### src/rtl/b_recv_fsm.sv
// Receive side of the MCP CDC handshake (b domain): syncs the load toggle, captures the held
// a-domain word, presents it with valid/ready and returns an ack toggle. Optional overrun flag: B_RECV_OVERRUN_EN.
module b_recv_fsm #(
  parameter int DW          = 8,
  parameter int SYNC_STAGES = 2
) (
  input  logic          bclk,
  input  logic          brst,
  input  logic          bload_tgl,
  input  logic [DW-1:0] bdata_in,
  output logic          back_tgl,
  output logic          bvalid,
  input  logic          bready,
  output logic [DW-1:0] bdata,
  output logic          berr
);

  typedef enum logic {
    IDLE = 1'b0,
    FULL = 1'b1
  } state_e;

  logic [SYNC_STAGES-1:0] sync_q;
  logic                   hist_q;
  logic                   bload_pulse;

  state_e                 state_q, state_d;
  logic [DW-1:0]          bdata_q, bdata_d;
  logic                   ack_q, ack_d;

  // Toggle synchronizer; the history flop turns each level change into a one-cycle pulse.
  always_ff @(posedge bclk) begin
    // NOTE: sequential state uses non-blocking assignments so every flop samples pre-edge values.
    if (brst) begin
      sync_q <= '0;
      hist_q <= 1'b0;
    end else begin
      sync_q <= {sync_q[SYNC_STAGES-2:0], bload_tgl};
      hist_q <= sync_q[SYNC_STAGES-1];
    end
  end

  assign bload_pulse = sync_q[SYNC_STAGES-1] ^ hist_q;

  always_comb begin
    // NOTE: defaults first so no path leaves a signal unassigned, which would infer a latch.
    state_d = state_q;
    bdata_d = bdata_q;
    ack_d   = ack_q;
    unique case (state_q)
      IDLE: begin
        if (bload_pulse) begin
          state_d = FULL;
          bdata_d = bdata_in;
        end
      end
      FULL: begin
        // A pulse seen here is an overrun: the held word stays and the new one is dropped.
        if (bready) begin
          state_d = IDLE;
          ack_d   = ~ack_q;
        end
      end
      default: state_d = IDLE;
    endcase
  end

  always_ff @(posedge bclk) begin
    if (brst) begin
      state_q <= IDLE;
      // NOTE: the data register is reset because a reset must discard any held word visibly.
      bdata_q <= '0;
      ack_q   <= 1'b0;
    end else begin
      state_q <= state_d;
      bdata_q <= bdata_d;
      ack_q   <= ack_d;
    end
  end

  assign bvalid   = (state_q == FULL);
  assign bdata    = bdata_q;
  assign back_tgl = ack_q;

`ifdef B_RECV_OVERRUN_EN
  logic berr_q;

  // Sticky until reset: the sender advanced without waiting for our ack.
  always_ff @(posedge bclk) begin
    if (brst) begin
      berr_q <= 1'b0;
    end else if ((state_q == FULL) && bload_pulse) begin
      berr_q <= 1'b1;
    end
  end

  assign berr = berr_q;
`else
  assign berr = 1'b0;
`endif

endmodule
### config.mk
export PLATFORM = sky130hd
export DESIGN_NAME = b_recv_fsm
export DESIGN_NICKNAME = d
export VERILOG_FILES = /design/src/rtl/b_recv_fsm.sv
export SDC_FILE = /design/constraint.sdc
export NUM_CORES = 1
export LEC_CHECK = 0
export CAP_MARGIN = 20
export CELL_PAD_IN_SITES_DETAIL_PLACEMENT = 0
export CELL_PAD_IN_SITES_GLOBAL_PLACEMENT = 1
export CORE_MARGIN = 5
export CORE_UTILIZATION = 29
export DETAILED_ROUTE_END_ITERATION = 10
export PLACE_DENSITY = 0.78
export SLEW_MARGIN = 20
export SYNTH_ARGS = -nofsm -noshare
export SYNTH_HDL_FRONTEND = slang
export SYNTH_SLANG_ARGS = --single-unit
### constraint.sdc
create_clock -name bclk -period 1.61 [get_ports bclk]
set_input_delay 0.322 -clock bclk [delete_from_list [all_inputs] [get_ports bclk]]
set_output_delay 0.322 -clock bclk [all_outputs]
set_load 0.01 [all_outputs]
==> results.toml, run 1 <==
[timing]
clock-skew-final_ns = 0.002289
min_period_ns = 1.484
rsz0062_at_grt = "false"
min_period_over_period_pct = 92.15
hold_viol = 0
holdWs_ns = 0.4481
setup_viol = 0
fmax_ghz = 0.6740
slew_viol_final = 0
setup-tns-final_ns = 0

[placement]
dpl.hpwl_um = 764.9
gp_routability_congestion = 0.6368
dpl_cell_area_um2 = 726.9
port_buffers = 21
dp_cells = 88

[setup_path]
crit_slowest_cell = "clkdlybuf4s50_1"
cp.required_ns = 1.29
crit_family = "buffers and inverters"
r2r.worst_path.cells = 3
worstPathCellList = "clkdlybuf4s50_1"
r2r_start = "sync_q[1]"
start_kind = "flop"
crit_type = "reg2out"
worst-path-buf-inv = 1
cp-end-kind = "output port"
rr_endpoint = "bdata[4]"
slowest_delay_ns = 0.55
r2r_slack_ns = 0.47
arrival_ns = 1.16
cp_max_fo = 2
cp-startpoint = "back_tgl"

[final_layout]
fin_cells = 92
fin_area_um2 = 753.2
antenna_cells = 0
num-fill-cells = 169
area_delta_synth_final_pct = 52.02
multiInputGateArea_um2 = 220.2
drive_above_1_share_pct = 9.333
fin_nets = 88
regArea_um2 = 260.3

[grt]
grt_max_degree = 19
grt_antenna_before_repair = 0
grt_use_total_pct = 9.063
overflow = 0
grt_pass1_wl_um = 1752
grt_pass1_vias = 410

[die]
die_x_um = 51.34
start_util_pct = 29.66
rows = 15
die-area_um2 = 2635
ioPinCount = 23
fp.coreArea_um2 = 1670
die_h_um = 51.34

[hold_path]
min_to = "sync_q[1]"
min_from = "sync_q[0]"
hold_class = "reg2reg"
min_path_cells = 1

[yosys]
yosysWarnings = 0
ys_seq_area_share_pct = 52.53
synth_area_leaders = "dfxtp_1 53%, nand3b_1 12%, a21oi_1 8.1%"
synth-seq-cells = 13
synthDistinctLibCells = 15
synth.top_cell.area_share_pct = 52.53
syn_nets = 63
yosys.area.top_type = "dfxtp_1"
synth_area_um2 = 495.5
synth.avg_cell_area_um2 = 9.715
postSynthCellCount = 51

[drt]
wl_um = 1087
route.vias.total = 449
drt_iter0_drc = 8
wl_per_cell_um = 11.82
via_per_inst = 4.880
route.antenna.remaining_nets = 0
dr.pass1.iters = 4
drcViolationCount = 0

[clocking]
h-tree-depth = 1
clock_sinks = 13
insertion_delay_ns = 0.27
cts_tree = "done"
cts_setup_buffers = 0
cts_root_buf = "clkbuf_4"
cts_made_buffers = 3
postCtsResizedCells = 0
cts.path.max_buffers = 2
clkSlewWorstSetupHoldPaths_ns = 0.08
cts_hold_buf = 0

[pwr]
worst_ir_drop_vdd_v = 0.0005062
power.density_nw_per_um2 = 866.9
leakage_nw = 0.2625

[job]
max_cap_violations = 0

[status]
status = "completed"
[metrics by stage]
step | util, % | setup WS (ns) | power [mW]
global route | 45.09 | 0.07898 | 0.6902
finish | 45.09 | 0.1264 | 0.6530
global placement | 43.52 | 0.2919 | 0.4643
floorplan | - | 0.6201 | 0.4007
CTS | 45.09 | 0.1072 | 0.6649
detailed placement | 43.52 | 0.2899 | 0.4651
[worst max path at each step]
stage,slack [ns],cells after the start,endpoint
floorplan,0.62,3,bdata[0]
global placement,0.29,2,bvalid
detailed placement,0.29,2,back_tgl
CTS,0.11,1,back_tgl
global route,0.08,1,back_tgl
finish,0.13,1,back_tgl
[placed cells by master (no fill, tap or decap), types with 2 or more instances in the layout]
| cell | count |
|---|---|
| o21ai_0 | 7 |
| nand3b_1 | 8 |
| nor2_1 | 2 |
| buf_4 | 2 |
| a21oi_1 | 8 |
| dfxtp_1 | 13 |
| nor2b_1 | 3 |
| clkdlybuf4s50_1 | 21 |
| clkbuf_4 | 3 |
[cells by family (layout without fill, tap and decap cells)]
| group | after synthesis | after routing | synth area share [%] |
|---|---|---|---|
| XOR/XNOR | 3 | 3 | 6.820 |
| AND/OR/NAND/NOR | 15 | 15 | 20.71 |
| other | 1 | 1 | 0.7568 |
| flip-flops | 13 | 13 | 52.53 |
| buffers and inverters | 3 | 27 | 3.031 |
| AO/OA/AOI/OAI | 16 | 16 | 16.16 |
[flip-flops by register name, indices dropped and copies added, names as in the netlist]
signal and count:
back_tgl 1, hist_q 1, bdata 8, bvalid 1, sync_q 2
[cells in the mapped netlist, drive strengths merged]
| cell | number |
|---|---|
| conb | 1 |
| nand3b | 8 |
| dfxtp | 13 |
| clkbuf | 2 |
| nand2 | 1 |
| xnor2 | 1 |
| nor2b | 3 |
| o21ai | 8 |
| nor2 | 2 |
| buf | 1 |
| a21oi | 8 |
| nor3b | 1 |
| xor2 | 2 |
[where the power goes]
group,switching [mW],total [mW],internal (mW),leakage [nW]
clock,0.101,0.196,0.0957,0.0150
combinational,0.0446,0.111,0.0664,0.141
sequential,0.00829,0.346,0.337,0.106
[area by class of cell]
cell class | count | area share [%]
clock buffer | 4 | 3.488
multi-input combinational | 35 | 29.24
sequential | 13 | 34.55
tap | 17 | 2.824
timing repair buffer | 23 | 29.90
[routing by layer]
metal | GRT usage (%) | vias up | routed length [um]
li1 | - | 223 | -
met1 | 11.17 | 208 | 516
met2 | 12.66 | 16 | 458
met3 | 4.373 | 2 | 100
met4 | 5.240 | 0 | 12
met5 | 0 | - | 0
(Power assumes the default switching activity.)
==> run 2: changes to the inputs <==
--- a/config.mk
+++ b/config.mk
@@ -7,10 +7,11 @@
 export LEC_CHECK = 0
 export CAP_MARGIN = 20
-export CELL_PAD_IN_SITES_DETAIL_PLACEMENT = 0
-export CELL_PAD_IN_SITES_GLOBAL_PLACEMENT = 1
+export CELL_PAD_IN_SITES_DETAIL_PLACEMENT = 2
+export CELL_PAD_IN_SITES_GLOBAL_PLACEMENT = 2
 export CORE_MARGIN = 5
-export CORE_UTILIZATION = 29
+export CORE_UTILIZATION = 23
 export DETAILED_ROUTE_END_ITERATION = 10
 export PLACE_DENSITY = 0.78
+export SKIP_LAST_GASP = 1
 export SLEW_MARGIN = 20
 export SYNTH_ARGS = -nofsm -noshare
==> constraint.sdc (replaced) <==
create_clock -name bclk -period 1.61 [get_ports bclk]
set_input_delay 0.322 -clock bclk [delete_from_list [all_inputs] [get_ports bclk]]
set_output_delay 0.322 -clock bclk [all_outputs]
set_load 0.005 [all_outputs]
==> run 2 against run 1 <==
Combinational power fell by 4%. Final area rose by 1.7%. Global-route usage barely moved. Non-clock buffer count did not move. Worst setup slack improved by 0.022 ns. Die area rose by 21%. Wire length rose by 25%. Core utilization fell by 6.8 points. First-iteration DRC count fell by 63%. Critical path type unchanged. Critical endpoint unchanged. Largest cell class unchanged. Highest routed layer unchanged.
==> results.toml, run 2 (synthesis results as in run 1) <==
[status]
status = "completed"

[hold_path]
min_path_cells = 1
hold_class = "reg2reg"
min_to = "sync_q[1]"
min_from = "sync_q[0]"

[pwr]
switching_share_pct = 23.86
combPwrFrac_pct = 16.3
p_sw_uw = 156.4
power.density_nw_per_um2 = 856.0
pwr-share-clk_pct = 30.8
internal_power_uw = 499.1
finalPower_uw = 655.5
leakage_nw = 0.2629
worst_ir_drop_vdd_v = 0.0003283
p_seq_share_pct = 52.9

[die]
start_util_pct = 24.75
die-area_um2 = 3183
die_x_um = 56.42
ioPinCount = 23
fp.coreArea_um2 = 2002
rows = 16
die_h_um = 56.42

[drt]
dr.pass1.iters = 2
route.antenna.remaining_nets = 0
wl_um = 1362
drcViolationCount = 0
route.vias.total = 458
via_per_inst = 4.490
wl_per_cell_um = 13.35
drt_iter0_drc = 3

[final_layout]
final_common_cell = "clkdlybuf4s50_1"
largest_reg_flops = 8
area_delta_synth_final_pct = 54.55
fin_nets = 88
antenna_cells = 0
drive_above_1_share_pct = 9.333
fin_area_um2 = 765.7
final_cell_mix = "21 x clkdlybuf4s50_1, 13 x dfxtp_1, 8 x nand3b_1, 8 x a21oi_1, 7 x o21ai_0"

[setup_path]
r2r_slack_ns = 0.36
cp_max_fo = 2
crit_family = "buffers and inverters"
worstPathCellList = "clkdlybuf4s50_1"
cp.required_ns = 1.29
cp-end-kind = "output port"
rr_endpoint = "bdata[1]"
arrival_ns = 1.14
slowest_delay_ns = 0.51
crit_type = "reg2out"
r2r_start = "sync_q[1]"
crit_slowest_cell = "clkdlybuf4s50_1"
worst-path-buf-inv = 1
start_kind = "flop"
r2r.worst_path.cells = 3

[timing]
fin_ws_ns = 0.1482
slew_headroom_pct = 62.85
min_period_over_period_pct = 90.79
tightest_slew_ns = 0.5533
setup-tns-final_ns = 0
min_period_ns = 1.462
rsz0062_at_grt = "false"
fmax_ghz = 0.6841
clock-skew-final_ns = 0.003064
hold_viol = 0
slew_viol_final = 0
setup_viol = 0

[grt]
use_met2_pct = 15.19
grt_max_degree = 19
grt_use_met3_pct = 3.211
grt_pass1_wl_um = 2194
grt_util_met1_pct = 9.850
grt_use_total_pct = 9.069
grt_antenna_before_repair = 0
overflow = 0
top_usage_layer = "met2"
grt_pass1_vias = 504

[clocking]
insertion_delay_ns = 0.27
cts_root_buf = "clkbuf_4"
cts_hold_buf = 0
cts.path.max_buffers = 2
postCtsResizedCells = 0
clock_sinks = 13
h-tree-depth = 1
cts_setup_buffers = 0
clkSlewWorstSetupHoldPaths_ns = 0.08
cts_tree = "done"
cts_made_buffers = 3

[placement]
dp_slack_ns = 0.3607
gp_routability_congestion = 0.6266
port_buffers = 21
dpl_cell_area_um2 = 739.5
dpl.hpwl_um = 997.4

[job]
max_cap_violations = 0
run 2: per-layer routing:
metal  up-vias  share of wire (%)
met1       221                 41
met4         0               0.88
met2        15                 51
li1        220                  -
met3         2                6.9
met5         -                  0
run 2: worst max path at each step:
stage                          from  endpoint  slack (ns)  depth (start not counted)
after floorplan           sync_q[1]  bdata[1]        0.62                          3
after global placement     back_tgl  back_tgl        0.45                          1
after detailed placement  sync_q[1]  bdata[1]        0.36                          3
after CTS                  back_tgl  back_tgl        0.12                          1
after global routing       bdata[0]  bdata[0]        0.09                          1
final                      back_tgl  back_tgl        0.15                          1
run 2: stage by stage:
| stage | instances | util, % | hold WS, ns |
|---|---|---|---|
| final | 102 | 38.25 | 0.4469 |
| after CTS | 102 | 38.25 | 0.4536 |
| after global placement | 98 | 36.94 | 0.4284 |
| after detailed placement | 98 | 36.94 | 0.4344 |
| after floorplan | 51 | - | 0.3936 |
| after global routing | 102 | 38.25 | 0.4710 |
run 2: area by class of cell:
cell class | count | area, um2
clock buffers | 4 | 26.28
fillers | 238 | 1236
multi-input cells | 35 | 220.2
flip-flops and latches | 13 | 260.3
well taps | 27 | 33.78
repair buffers | 23 | 225.2
run 2: power groups by stage:
| stage | clock network [mW] | logic, mW | registers (mW) |
|---|---|---|---|
| 6_report | 0.202 | 0.107 | 0.346 |
| 5_1_grt | 0.228 | 0.118 | 0.349 |
| 4_1_cts | 0.216 | 0.109 | 0.347 |
| 3_5_place_dp | 0 | 0.109 | 0.354 |
| 3_3_place_gp | 0 | 0.106 | 0.354 |
| 2_1_floorplan | 0 | 0.0390 | 0.356 |
